--- src/rtl/p20_game_ctrl.sv ---
// p20_game_ctrl: top-level sequencer for the dino game.
//   Owns the OVER -> COUNT -> RUN state machine and the restart re-arm timer.
//   Drives game_rst and game_halt to the datapath blocks. Latches a per-slot cactus type
//   from the rng on each rising edge of cactus_select.
// Configuration macro: P20_GODMODE_EN. When defined, debug_in masks collision.
// Ports:
//   clk, sys_rst            clock, asynchronous active-high reset
//   jump_in, halt_in        player jump button, external pause
//   debug_in                collision mask (godmode builds only)
//   collision               dino/cactus overlap from rendering
//   cactus_select[2:0]      per-slot cactus active flags
//   random[4:0]             rng output; bits [4:2] feed slots [2:0]
//   game_rst                one-cycle restart pulse
//   game_halt               freeze datapath blocks
//   game_over               high in OVER
//   start_blink             blink enable to rendering
//   cactus_type[2:0]        latched cactus variant per slot
//   state[1:0]              debug view: OVER=0, COUNT=1, RUN=2
module p20_game_ctrl #(
  parameter int unsigned START_TIME = 30000000,
  parameter int unsigned REARM_TIME = 100000,
  parameter int unsigned BLINK_BIT  = 22,
  parameter int unsigned CTR_W      = 32
) (
  input  logic       clk,
  input  logic       sys_rst,
  input  logic       jump_in,
  input  logic       halt_in,
  input  logic       debug_in,
  input  logic       collision,
  input  logic [2:0] cactus_select,
  input  logic [4:0] random,
  output logic       game_rst,
  output logic       game_halt,
  output logic       game_over,
  output logic       start_blink,
  output logic [2:0] cactus_type,
  output logic [1:0] state
);

  typedef enum logic [1:0] {
    StOver    = 2'd0,
    StCount   = 2'd1,
    StRun     = 2'd2,
    StIllegal = 2'd3
  } state_e;

  localparam logic [CTR_W-1:0] StartLast  = CTR_W'(START_TIME - 1);
  localparam logic [CTR_W-1:0] RearmLimit = CTR_W'(REARM_TIME);
  localparam logic [CTR_W-1:0] RearmSat   = CTR_W'(REARM_TIME + 1);

  state_e           r_state;
  state_e           w_state_nxt;
  logic [CTR_W-1:0] r_start_ctr;
  logic [CTR_W-1:0] w_start_ctr_nxt;
  logic [CTR_W-1:0] r_rearm_ctr;
  logic             r_game_rst;
  logic             w_game_rst_nxt;
  logic [2:0]       r_cactus_type;
  logic [2:0]       r_select_last;
  logic [2:0]       w_select_rise;
  logic             w_collision;
  logic             w_unused_inputs;

`ifdef P20_GODMODE_EN
  assign w_collision     = collision & ~debug_in;
  assign w_unused_inputs = ^random[1:0];
`else
  assign w_collision     = collision;
  assign w_unused_inputs = ^{debug_in, random[1:0]};
`endif

  // Next-state logic
  always_comb begin
    w_state_nxt     = r_state;
    w_start_ctr_nxt = r_start_ctr;
    w_game_rst_nxt  = 1'b0;
    unique case (r_state)
      StOver: begin
        if (jump_in && (r_rearm_ctr > RearmLimit)) begin
          w_state_nxt     = StCount;
          w_start_ctr_nxt = '0;
          w_game_rst_nxt  = 1'b1;
        end
      end
      StCount: begin
        // halt_in deliberately does not stall the start countdown
        w_start_ctr_nxt = r_start_ctr + 1'b1;
        if (r_start_ctr == StartLast) begin
          w_state_nxt = StRun;
        end
      end
      StRun: begin
        // Collision is honoured even while halted
        if (w_collision) begin
          w_state_nxt = StOver;
        end
      end
      default: w_state_nxt = StOver;
    endcase
  end

  always_ff @(posedge clk or posedge sys_rst) begin
    if (sys_rst) begin
      r_state     <= StOver;
      r_start_ctr <= '0;
      r_game_rst  <= 1'b0;
    end else begin
      r_state     <= w_state_nxt;
      r_start_ctr <= w_start_ctr_nxt;
      r_game_rst  <= w_game_rst_nxt;
    end
  end

  // Re-arm timer: counts jump-free cycles, saturates so it never wraps back below the limit
  always_ff @(posedge clk or posedge sys_rst) begin
    if (sys_rst) begin
      r_rearm_ctr <= '0;
    end else if (jump_in) begin
      r_rearm_ctr <= '0;
    end else if (r_rearm_ctr < RearmSat) begin
      r_rearm_ctr <= r_rearm_ctr + 1'b1;
    end
  end

  // Cactus type capture on rising select edges; independent of game state
  assign w_select_rise = cactus_select & ~r_select_last;

  always_ff @(posedge clk or posedge sys_rst) begin
    if (sys_rst) begin
      r_select_last <= '0;
      r_cactus_type <= '0;
    end else begin
      r_select_last <= cactus_select;
      r_cactus_type <= (r_cactus_type & ~w_select_rise) | (random[4:2] & w_select_rise);
    end
  end

  assign game_rst    = r_game_rst;
  assign game_over   = (r_state == StOver);
  assign game_halt   = (r_state != StRun) | halt_in;
  assign start_blink = (r_state != StCount) | r_start_ctr[BLINK_BIT];
  assign cactus_type = r_cactus_type;
  assign state       = r_state;

endmodule

--- config.mk ---
export PLATFORM = sky130hd
export DESIGN_NAME = p20_game_ctrl
export DESIGN_NICKNAME = d
export VERILOG_FILES = /design/src/rtl/p20_game_ctrl.sv
export SDC_FILE = /design/constraint.sdc
export NUM_CORES = 1
export LEC_CHECK = 0
export ABC_CLOCK_PERIOD_IN_PS = 3030
export CAP_MARGIN = 5
export CORE_MARGIN = 2
export CORE_UTILIZATION = 38
export CTS_BUF_LIST = sky130_fd_sc_hd__clkbuf_16
export DETAILED_ROUTE_END_ITERATION = 16
export PLACE_DENSITY = 0.67
export SLEW_MARGIN = 15
export SYNTH_ARGS = -nofsm -noshare
export SYNTH_HDL_FRONTEND = slang
export SYNTH_SLANG_ARGS = --single-unit
--- constraint.sdc ---
create_clock -name clk -period 3.03 [get_ports clk]
set_clock_uncertainty 0.15 [all_clocks]
set_input_delay 0.303 -clock clk [delete_from_list [all_inputs] [get_ports clk]]
set_output_delay 0.303 -clock clk [all_outputs]
set_load 0.005 [all_outputs]
# Word-level counts from Yosys, hierarchy flattened
# Index checks and enable logic that the tools add are counted.
[word_totals] reg_bits=73 word_cells=42 inputBits=14 out_inout_bits=9
[op_classes] eq_ne=8 muxes=10 n_bitwise=8 reduce_logical=6 add_sub_neg=2 magnitude_cmp=2
[op_table] op="$mux 32" count=3
[op_table] op="$add 32x1->32 const B" count=2
[op_table] op="$pmux 32 s2" count=1
[op_table] op="$eq 32x25->1 const B" count=1
[op_table] op="$gt 32x17->1 const B" count=1
[op_table] op="$lt 32x17->1 const B" count=1
[op_table] op="$and 3x3->3" count=3
[op_table] op="$mux 2" count=3
[op_table] op="$ne 2x2->1 const B" count=3
[op_table] op="$not 3->3" count=2
[op_table] op="$pmux 2 s3" count=1
[op_table] op="$ne 2x1->1 const B" count=2
[op_table] op="$reduce_bool 2->1" count=2
[op_table] op="$or 3x3->3" count=1
[op_table] op="$reduce_and 3->1" count=1
[op_table] op="$eq 2x1->1 const B" count=1
[op_table] op="$eq 2x2->1 const B" count=1
[op_table] op="$logic_not 2->1" count=1
[op_table] op="$mux 1" count=2
[op_table] op="$or 1x1->1" count=2
[op_table] op="$reduce_and 2->1" count=1
[op_table] op="$logic_and 1x1->1" count=1

# Logic depth before layout (Yosys ltp)
# Gate-level depths: netlist of the first run.
[depth] word_depth=5 depth_mapped=9 mapped_depth_nobuf=7

# Worst setup path before layout of the first run
# Ideal clock, no wire load.
[synth_path] kind="reg2reg" from="register r_start_ctr[0]" to="register r_start_ctr[14]" stages_incl_launch_ff=8 t_arrival_ns=1.932 synth_period_minus_slack_ns=2.203 setup_time_ns=0.121 required_time_ns=2.759 path_buffers=0 path_slack_ns=0.827 cell_sequence="dfrtp_1 -> ha_1 -> nand3_1 -> or2_1 -> or3_4 -> nor2_1 -> mux2_2 -> a22o_1"
[synth_between] elab_chain_cells=2
[synth_lines] item="from (decl)" line_no="54" text="logic [CTR_W-1:0] r_start_ctr;"
[synth_lines] item="from (signal assigned)" line_no="110" text="r_start_ctr <= w_start_ctr_nxt;"
[synth_lines] item="$add 32x1->32" line_no="88" text="w_start_ctr_nxt = r_start_ctr + 1'b1;"
[synth_lines] item="$pmux 32 s2" line_no="78" text="unique case (r_state)"
# Every way passes these cells.
# A chain may end at the register's enable or synchronous reset.

# Final worst setup path of the first run
[layout_path] from="register r_rearm_ctr[11]" to="register r_start_ctr[30]"
[layout_between] elab_chain_cells=4
[layout_lines] item="from (decl)" line_no="56" text="logic [CTR_W-1:0] r_rearm_ctr;"
[layout_lines] item="from (signal assigned)" line_no="122" text="r_rearm_ctr <= r_rearm_ctr + 1'b1;"
[layout_lines] item="$gt 32x17->1" line_no="80" text="if (jump_in && (r_rearm_ctr > RearmLimit)) begin"
[layout_lines] item="$logic_and 1x1->1" line_no="80"
[layout_lines] item="$ne 2x1->1 (no source line)"
[layout_lines] item="$reduce_and 2->1 (no source line)"
# Every way passes these cells.

==> results by group, run 1 <==
Floorplan
  – Num rows: 35
  – DIE HEIGHT: 102 um
  – Floorplan Core Area: 0.00924 mm^2
  – Starting Density: 39.3%
  – Full die area: 0.0103 mm^2
  – Die Wd: 102 um
  – IO Pins: 23

Clock tree
  – Hold-fix buffers, CTS: 0
  – Cts repair resizes: 0
  – Num CTS Buffers: 9
  – Clk sink count: 73
  – Clk_lat worst skew: 330 ps
  – Clock tree buffer depth: 2
  – H-Tree Level Count: 3
  – Worst-path clk slew: 60 ps
  – Root buffer cell: clkbuf_16
  – Post-CTS Setup Bufs: 0
  – CTS tree: yes

STA
  – Setup violators final: 0
  – Fin worst setup slack: 478 ps
  – Tmin final: 2550 ps
  – Worst Max-Slew Pin Slew: 812 ps
  – Ratio of final minimum period to clock period: 84.2%
  – Relative slew slack: 45.8%
  – WHS: 286 ps
  – Fin. Hold Viols: 0
  – Fmax achieved: 392 MHz
  – RSZ-0062 raised after global routing: no
  – Setup TNS: 0 ps
  – Slew Limit Fails: 0

Global route
  – Initial antenna violation count: 0
  – Vias in the first global route: 2713
  – Overall Global Routing Usage: 16.3%
  – Largest net degree at the start of global routing: 40
  – Gr ovfl total: 0
  – First-pass GRT wire length: 13100 um

Synth
  – Cell count after synthesis: 372
  – Post-synth design cell area: 0.00363 mm^2
  – Synth top cells by count: dfrtp_1 (73), nor2_1 (48), nand2_1 (31)
  – Synthesized Nets: 389
  – Post-synthesis register bit count: 73
  – Fraction of registers with async set/reset: 100%
  – Syn_area_per_cell: 9.75 um^2
  – Post-synthesis cell type count: 47
  – Seq/Total Area, Yosys: 50.4%
  – Post-synth top area share: 50.4%
  – Most common flop cell mapped by yosys: dfrtp_1
  – Synth Warn #: 0
  – Largest cells by area after synthesis: dfrtp_1 (50%), nor2_1 (5.0%), xnor2_1 (4.1%)
  – Count leader, synth: dfrtp_1
  – Largest area contributor in the netlist: dfrtp_1
  – EDFF count, synth: 0

Power and ir drop
  – Seq pwr share: 48.6%
  – Internal power: 1.58 mW
  – Power Total: 2.04 mW
  – Net Sw Power: 468 uW
  – Peak VDD IR: 0.251 mV
  – Pwr/cell area: 483 mW/mm^2
  – Comb pwr share: 3.9%
  – Switching portion of total power: 22.9%
  – Portion of total power attributed to the clock network: 47.5%
  – Leakage: 1.74 nW

Finish
  – Final instance area: 0.00424 mm^2
  – Final net count: 409
  – Area Growth Syn to Fin: 16.8%
  – Cell Count, Final, Fillers Out: 526
  – Share of cells above drive strength 1: 9.32%
  – # diodes: 0
  – Final Core Density: 45.8%

Worst setup path
  – CP required: 3130 ps
  – Setup CP Type: reg2reg
  – Startpoint types: flop
  – Critical Path End Type: flop
  – Worst Setup SP: r_rearm_ctr[11]$_DFFE_PP0P_
  – Crit path arrival time: 2660 ps
  – Critical Path Fanout Max: 23
  – Reg-to-reg critical path startpoint: r_rearm_ctr[11]$_DFFE_PP0P_
  – Cell Chain, Critical Path: nor4_2, o2111a_2, a31oi_4, and2_4, or4_1, a21oi_1
  – Slowest stage delay, CP: 520 ps
  – Worst path slowest cell: or4_1

Worst hold path
  – Hold Crit Class: in2reg
  – Worst min-delay path startpoint: cactus_select[1]

Placement
  – Cell Area, Placed: 0.00396 mm^2
  – Dpl cells: 510
  – Gpl congestion: 0.789
  – Detailed Place HPWL: 4830 um
  – Port bufs: 19
  – Setup WS pre-CTS: 424 ps

Detailed routing
  – Wire per inst: 14.0 um
  – WL final: 7390 um
  – Vias after detailed routing: 2738
  – Antenna-violating nets left: 0
  – Drt pass-1 iters: 5
  – Vias per cell: 5.21
  – DRC viols: 0
  – Initial drt markers: 139

Run
  – Max-cap violations: 0

Outcome
  – Run status: finished, final reports clean
-- registers in the layout, indices dropped and copies added, names as in the netlist, named ones only --
signal	flops
state	2
r_select_last	3
r_start_ctr	32
r_rearm_ctr	32
game_rst	1
-- cell type report --
type                    count  area (um^2)
multi-input cells         274         1700
clock buffers               9          225
fillers                   877         5000
flip-flops and latches     73         1830
repair buffers             24          240
well taps                 129          161
clock inverters             7         47.5
inverters                  10         37.5
-- path summary, 6_finish.rpt --
kind                                                    end  slack [ps]  cells past startpoint
worst max register to register  r_start_ctr[30]$_DFFE_PP0P_         480                      6
worst min-delay path             r_select_last[1]$_DFF_PP0_         290                      1
min in group asynchronous       r_rearm_ctr[25]$_DFFE_PP0P_         300                      2
worst min register to register   r_start_ctr[5]$_DFFE_PP0P_         320                      1
worst max-delay path            r_start_ctr[30]$_DFFE_PP0P_         480                      6
max in group asynchronous       r_start_ctr[26]$_DFFE_PP0P_        1770                      3
-- cell usage in the layout, fill, tap and decap left out, types with 9 or more instances in the layout --
cell type	instances
a21oi_1	12
clkbuf_16	9
clkdlybuf4s50_1	19
dfrtp_1	73
inv_1	10
nand2_1	31
nand3_1	14
nand4_1	22
nor2_1	48
nor2b_1	19
o21ai_0	15
xnor2_1	17
xor2_1	11
-- logic make-up (layout without fill, tap and decap cells) --
group,count (synthesis),after routing,share of synthesized area (%)
muxes,7,7,2.07
DFF,73,73,50.4
adders and majority gates,3,3,1.03
AOI/OAI and AO/OA,54,54,10.6
xor gates and xnor gates,28,28,6.76
buffers and inverters,25,50,2.86
and+or+nand+nor,182,182,26.3
-- routing by layer --
metal	vias up	share of wire, %	track usage (%)
met5	-	0	0
li1	1359	-	-
met4	0	0.93	6.03
met1	1313	49	23.4
met2	61	45	23.5
met3	5	4.8	4.35
-- power groups by stage --
stage	Clock, mW	Sequential (mW)	Combinational (mW)
floorplan	0	1.01	0.0409
global placement	0	1.01	0.0817
detailed placement	0	1.01	0.0832
CTS	0.992	0.993	0.0837
global route	1.04	0.993	0.0921
finish	0.971	0.993	0.0805
-- critical path, delay by kind of cell, from the launching register on --
| kind | cells | cell delay, ps |
|---|---|---|
| simple gates | 3 | 1200 |
| flops | 1 | 440 |
| compound gates | 3 | 670 |
Note: power is estimated with default switching activity, not from simulation.
==> inputs of run 2 (changes only) <==
--- a/config.mk
+++ b/config.mk
@@ -5,13 +5,13 @@
 export SDC_FILE = /design/constraint.sdc
 export NUM_CORES = 1
 export LEC_CHECK = 0
-export ABC_CLOCK_PERIOD_IN_PS = 3030
+export ABC_CLOCK_PERIOD_IN_PS = 2200
 export CAP_MARGIN = 5
 export CORE_MARGIN = 2
 export CORE_UTILIZATION = 38
 export CTS_BUF_LIST = sky130_fd_sc_hd__clkbuf_16
 export DETAILED_ROUTE_END_ITERATION = 16
-export PLACE_DENSITY = 0.67
+export PLACE_DENSITY = 0.69
 export SLEW_MARGIN = 15
 export SYNTH_ARGS = -nofsm -noshare
 export SYNTH_HDL_FRONTEND = slang
==> constraint.sdc (replaced) <==
create_clock -name clk -period 2.2 [get_ports clk]
set_clock_uncertainty 0.15 [all_clocks]
set_input_delay 0.22 -clock clk [delete_from_list [all_inputs] [get_ports clk]]
set_output_delay 0.22 -clock clk [all_outputs]
set_load 0.005 [all_outputs]
==> results by group, run 2 (same netlist as run 1, synthesis figures left out) <==
Global route
  – Initial antenna violation count: 0
  – Vias in the first global route: 2803
  – Gr ovfl total: 0
  – First-pass GRT wire length: 13300 um
  – Overall Global Routing Usage: 16.4%
  – Largest net degree at the start of global routing: 74

Detailed routing
  – DRC viols: 0
  – Vias per cell: 5.21
  – WL final: 7940 um
  – Antenna-violating nets left: 0
  – Wire per inst: 14.2 um
  – Initial drt markers: 151
  – Drt pass-1 iters: 4
  – Vias after detailed routing: 2915

Clock tree
  – CTS tree: yes
  – Clk_lat worst skew: 340 ps
  – Hold-fix buffers, CTS: 0
  – Num CTS Buffers: 9
  – Clock tree buffer depth: 2
  – Root buffer cell: clkbuf_16
  – Worst-path clk slew: 60 ps
  – Clk sink count: 73
  – H-Tree Level Count: 3

STA
  – Ratio of final minimum period to clock period: 99.3%
  – Fin. Hold Viols: 0
  – WHS: 180 ps
  – Setup violators final: 0
  – Slew Limit Fails: 0
  – RSZ-0062 raised after global routing: yes
  – Worst Max-Slew Pin Slew: 494 ps
  – Tmin final: 2180 ps
  – Fmax achieved: 458 MHz
  – Relative slew slack: 66.9%

Floorplan
  – Num rows: 35
  – Starting Density: 39.3%
  – Floorplan Core Area: 0.00924 mm^2
  – Full die area: 0.0103 mm^2
  – Die Wd: 102 um
  – DIE HEIGHT: 102 um
  – IO Pins: 23

Worst setup path
  – Setup CP Type: reg2reg
  – Worst path slowest cell: dfrtp_1
  – CP required: 2320 ps
  – Critical Path Fanout Max: 5
  – Crit path buf inv count: 1
  – Crit path arrival time: 2300 ps
  – Delay-heaviest family, CP: simple AND/OR/NAND/NOR gates
  – Startpoint types: flop
  – Slowest stage delay, CP: 410 ps
  – Critical Path End Type: flop
  – Cell Chain, Critical Path: nor4_4, o2111a_2, a31oi_4, and2_4, buf_4, or3_4, a21oi_2

Placement
  – Gpl congestion: 0.912
  – Cell Area, Placed: 0.00423 mm^2
  – Port bufs: 19
  – Detailed Place HPWL: 5040 um

Finish
  – Commonest non-fill, non-tap cell in the layout: dfrtp_1
  – Final Core Density: 50.7%
  – Final net count: 443
  – # diodes: 0
  – Final instance area: 0.00469 mm^2
  – Most frequent cells in the layout: dfrtp_1 (72), nor2_1 (47), buf_4 (35)
  – Largest registers: r_rearm_ctr (32), r_start_ctr (32), r_select_last (3)
  – Area Growth Syn to Fin: 29.2%
  – Fill count: 827
  – Share of cells above drive strength 1: 20.9%

Power and ir drop
  – Peak VDD IR: 0.362 mV
  – Leakage: 1.92 nW
  – Pwr/cell area: 619 mW/mm^2

Worst hold path
  – Hold Crit Class: in2async

Outcome
  – Run status: finished, final reports clean

Run
  – Max-cap violations: 0
-- run 2: cell count changes in the layout (fill, tap and decap cells not counted), sizes merged --
cell / previous run / this run
buf: 5 / 38
clkinvlp: 1 / 3
inv: 12 / 10
bufinv: 0 / 1
clkbuf: 9 / 10
clkinv: 4 / 3
-- run 2: path summary, 6_finish.rpt --
| path | start | end | slack [ps] | cells after the start |
|---|---|---|---|---|
| max in group asynchronous | sys_rst | r_start_ctr[27]$_DFFE_PP0P_ | 1390 | 3 |
| hold / removal | sys_rst | r_start_ctr[25]$_DFFE_PP0P_ | 180 | 3 |
| min in group clk | cactus_select[1] | r_select_last[1]$_DFF_PP0_ | 190 | 1 |
| setup / recovery | r_rearm_ctr[11]$_DFFE_PP0P_ | r_start_ctr[10]$_DFFE_PP0P_ | 20 | 7 |
| hold reg to reg | r_start_ctr[5]$_DFFE_PP0P_ | r_start_ctr[5]$_DFFE_PP0P_ | 340 | 1 |
| setup reg to reg | r_rearm_ctr[11]$_DFFE_PP0P_ | r_start_ctr[10]$_DFFE_PP0P_ | 20 | 7 |
-- run 2: worst register-to-register path, cell delays in order, from the launching register on --
cell      delay, ps
dfrtp_1         410
nor4_4          340
o2111a_2        290
a31oi_4         110
and2_4          180
buf_4           150
or3_4           360
a21oi_2         140
-- run 2: report_power, final --
group / switching, mW / internal [mW]
clock network: 0.555 / 0.865
logic: 0.0593 / 0.0530
registers: 0.00908 / 1.36
-- run 2: cell type report --
type                            count  area, um^2  area share, %
Tap cell                          129         161           3.44
Clock buffer                        9         225           4.81
Sequential cell                    73        1830           39.0
Clock inverter                      7        62.6           1.34
Inverter                           10        41.3          0.881
Multi-Input combinational cell    274        1830           39.0
Timing Repair Buffer               58         538           11.5
-- run 2: layer usage --
layer | vias up | wire length [um] | share of wire (%) | GRT usage (%)
met5 | - | 0 | 0 | 0
met4 | 0 | 121 | 1.5 | 6.44
met3 | 8 | 294 | 3.7 | 3.93
met2 | 51 | 3690 | 46 | 24.9
met1 | 1435 | 3840 | 48 | 22.7
li1 | 1421 | - | - | -
-- run 2: through the flow --
stage / worst slack, ps / TNS (ps) / std cells / power [mW]
4_1_cts: 12.7 / 0 / 559 / 2.93
3_3_place_gp: 19.6 / 0 / 541 / 1.51
2_1_floorplan: 11.3 / 0 / 372 / 1.45
6_report: 15.9 / 0 / 560 / 2.90
5_1_grt: -91.0 / -878 / 560 / 3.01
3_5_place_dp: -51.7 / -165 / 541 / 1.51
-- run 2: timing repair --
item / 4_1_cts / 5_1_grt
gates resized for setup: 2 / 24
setup endpoints to repair: 8 / 34
setup buffers: 2 / 0
pin swaps: 3 / 8
gates cloned: 0 / 1
==> inputs of run 3 (changes only) <==
--- a/config.mk
+++ b/config.mk
@@ -9,7 +9,6 @@
 export CAP_MARGIN = 5
 export CORE_MARGIN = 2
 export CORE_UTILIZATION = 38
-export CTS_BUF_LIST = sky130_fd_sc_hd__clkbuf_16
 export DETAILED_ROUTE_END_ITERATION = 16
 export PLACE_DENSITY = 0.69
 export SLEW_MARGIN = 15
==> results by group, run 3 (same netlist as run 1, synthesis figures left out) <==
Outcome
  – Run status: finished with violations
  – Violated checks: negative setup slack

Floorplan
  – Die Wd: 102 um
  – Starting Density: 39.3%
  – Full die area: 0.0103 mm^2
  – IO Pins: 23
  – Num rows: 35
  – Floorplan Core Area: 0.00924 mm^2
  – DIE HEIGHT: 102 um

Detailed routing
  – Wire per inst: 13.7 um
  – Vias after detailed routing: 2905
  – WL final: 7700 um
  – Vias per cell: 5.17
  – Initial drt markers: 150
  – DRC viols: 0
  – Drt pass-1 iters: 4
  – Antenna-violating nets left: 0

Worst setup path
  – Crit path arrival time: 2330 ps
  – Startpoint types: flop
  – Worst path most repeated cell: a21oi_2
  – Slowest stage delay, CP: 510 ps
  – Setup CP Type: reg2reg
  – Delay-heaviest family, CP: simple AND/OR/NAND/NOR gates
  – Critical Path Fanout Max: 5
  – CP required: 2330 ps
  – Critical Path End Type: flop
  – Worst path slowest cell: or4_4
  – Cell Chain, Critical Path: buf_4, nand4b_1, a21oi_2, o21ai_4, and2_4, or4_4, a21oi_2
  – Crit path buf inv count: 1

Global route
  – Gr ovfl total: 0
  – Vias in the first global route: 2783
  – Largest net degree at the start of global routing: 74
  – First-pass GRT wire length: 13100 um
  – Overall Global Routing Usage: 16.2%
  – Initial antenna violation count: 0

STA
  – Setup violators final: 1
  – WHS: 156 ps
  – Fmax achieved: 454 MHz
  – Worst Max-Slew Pin Slew: 508 ps
  – Slew Limit Fails: 0
  – Ratio of final minimum period to clock period: 100%
  – Fin. Hold Viols: 0
  – Tmin final: 2200 ps
  – RSZ-0062 raised after global routing: yes
  – Relative slew slack: 66.0%
  – Fin worst setup slack: -1.84 ps

Finish
  – Commonest non-fill, non-tap cell in the layout: dfrtp_1
  – Most frequent cells in the layout: dfrtp_1 (72), nor2_1 (46), buf_4 (38)
  – Area Growth Syn to Fin: 27.0%
  – Share of cells above drive strength 1: 21.9%
  – Cell Count, Final, Fillers Out: 562
  – Fill count: 844
  – Final instance area: 0.00461 mm^2
  – Final net count: 445
  – Largest registers: r_rearm_ctr (32), r_start_ctr (32), r_select_last (3)
  – # diodes: 0

Clock tree
  – CTS tree: yes
  – Root buffer cell: clkbuf_8
  – Worst-path clk slew: 70 ps
  – Hold-fix buffers, CTS: 0
  – Clock tree buffer depth: 2
  – Num CTS Buffers: 9
  – Clk sink count: 73
  – H-Tree Level Count: 3
  – Clk_lat worst skew: 350 ps

Worst hold path
  – Hold Crit Class: in2async

Run
  – Max-cap violations: 0

Power and ir drop
  – Switching portion of total power: 22.5%
  – Internal power: 1.96 mW
  – Power Total: 2.53 mW
  – Peak VDD IR: 0.380 mV
  – Net Sw Power: 569 uW
  – Pwr/cell area: 549 mW/mm^2
  – Leakage: 1.89 nW
  – Seq pwr share: 54.0%
  – Portion of total power attributed to the clock network: 41.6%
  – Comb pwr share: 4.5%

Placement
  – Port bufs: 19
  – Gpl congestion: 0.912
  – Detailed Place HPWL: 5040 um
  – Dpl cells: 541
  – Cell Area, Placed: 0.00423 mm^2
-- run 3: changes by cell type in the layout (fill, tap and decap cells not counted), sizes merged --
cell	change
clkbuf	+1
inv	-1
buf	+3
clkinv	-1
-- run 3: per-stage QoR --
stage               utilization (%)  setup WS (ps)  TNS [ps]
floorplan                         -           11.3         0
global placement               45.7           19.6         0
detailed placement             45.7          -51.7      -165
CTS                            48.2           10.5         0
global route                   49.9          -91.1      -935
finish                         49.9          -1.84     -1.84
-- run 3: power groups by stage --
stage	clock network (mW)	registers, mW	logic (mW)
after CTS	1.09	1.37	0.116
final	1.05	1.37	0.113
after global routing	1.15	1.37	0.130
after global placement	0	1.39	0.115
after floorplan	0	1.39	0.0567
after detailed placement	0	1.39	0.115
-- run 3: worst paths after layout --
path	start	endpoint	slack, ps	depth (start not counted)
min in group clk	cactus_select[1]	r_select_last[1]$_DFF_PP0_	170	1
max	r_rearm_ctr[11]$_DFFE_PP0P_	r_start_ctr[12]$_DFFE_PP0P_	-2	7
max reg2reg	r_rearm_ctr[11]$_DFFE_PP0P_	r_start_ctr[12]$_DFFE_PP0P_	-2	7
max in group asynchronous	sys_rst	state[1]$_DFFE_PP0P_	1390	3
min	sys_rst	r_start_ctr[3]$_DFFE_PP0P_	160	3
min reg2reg	r_start_ctr[5]$_DFFE_PP0P_	r_start_ctr[5]$_DFFE_PP0P_	350	1
-- run 3: timing repair --
item | 4_1_cts | 5_1_grt
pin swaps | 4 | 10
endpoints found under the setup margin | 8 | 34
setup buffers | 2 | 3
resized for setup | 2 | 28
-- run 3: worst reg2reg max path, stage by stage, from the launching register on --
cell	delay, ps
dfrtp_1	420
buf_4	160
nand4b_1	220
a21oi_2	280
o21ai_4	70
and2_4	180
or4_4	510
a21oi_2	150
-- run 3: final cells by class --
class	instances	area (um^2)	share of cell area, %
sequential	73	1830	39.7
timing repair buffer	60	536	11.6
clock buffer	11	141	3.07
inverter	10	41.3	0.896
clock inverter	5	55.1	1.19
tap	129	161	3.50
multi-input combinational	274	1850	40.0
-- run 3: per-layer routing --
metal | vias to the layer above | GRT usage [%] | part of all wire [%] | routed length, um
met5 | - | 0 | 0 | 0
met3 | 13 | 3.93 | 3.3 | 253
met4 | 0 | 6.13 | 1.6 | 121
li1 | 1424 | - | - | -
met2 | 50 | 24.5 | 46 | 3550
met1 | 1418 | 22.5 | 49 | 3780
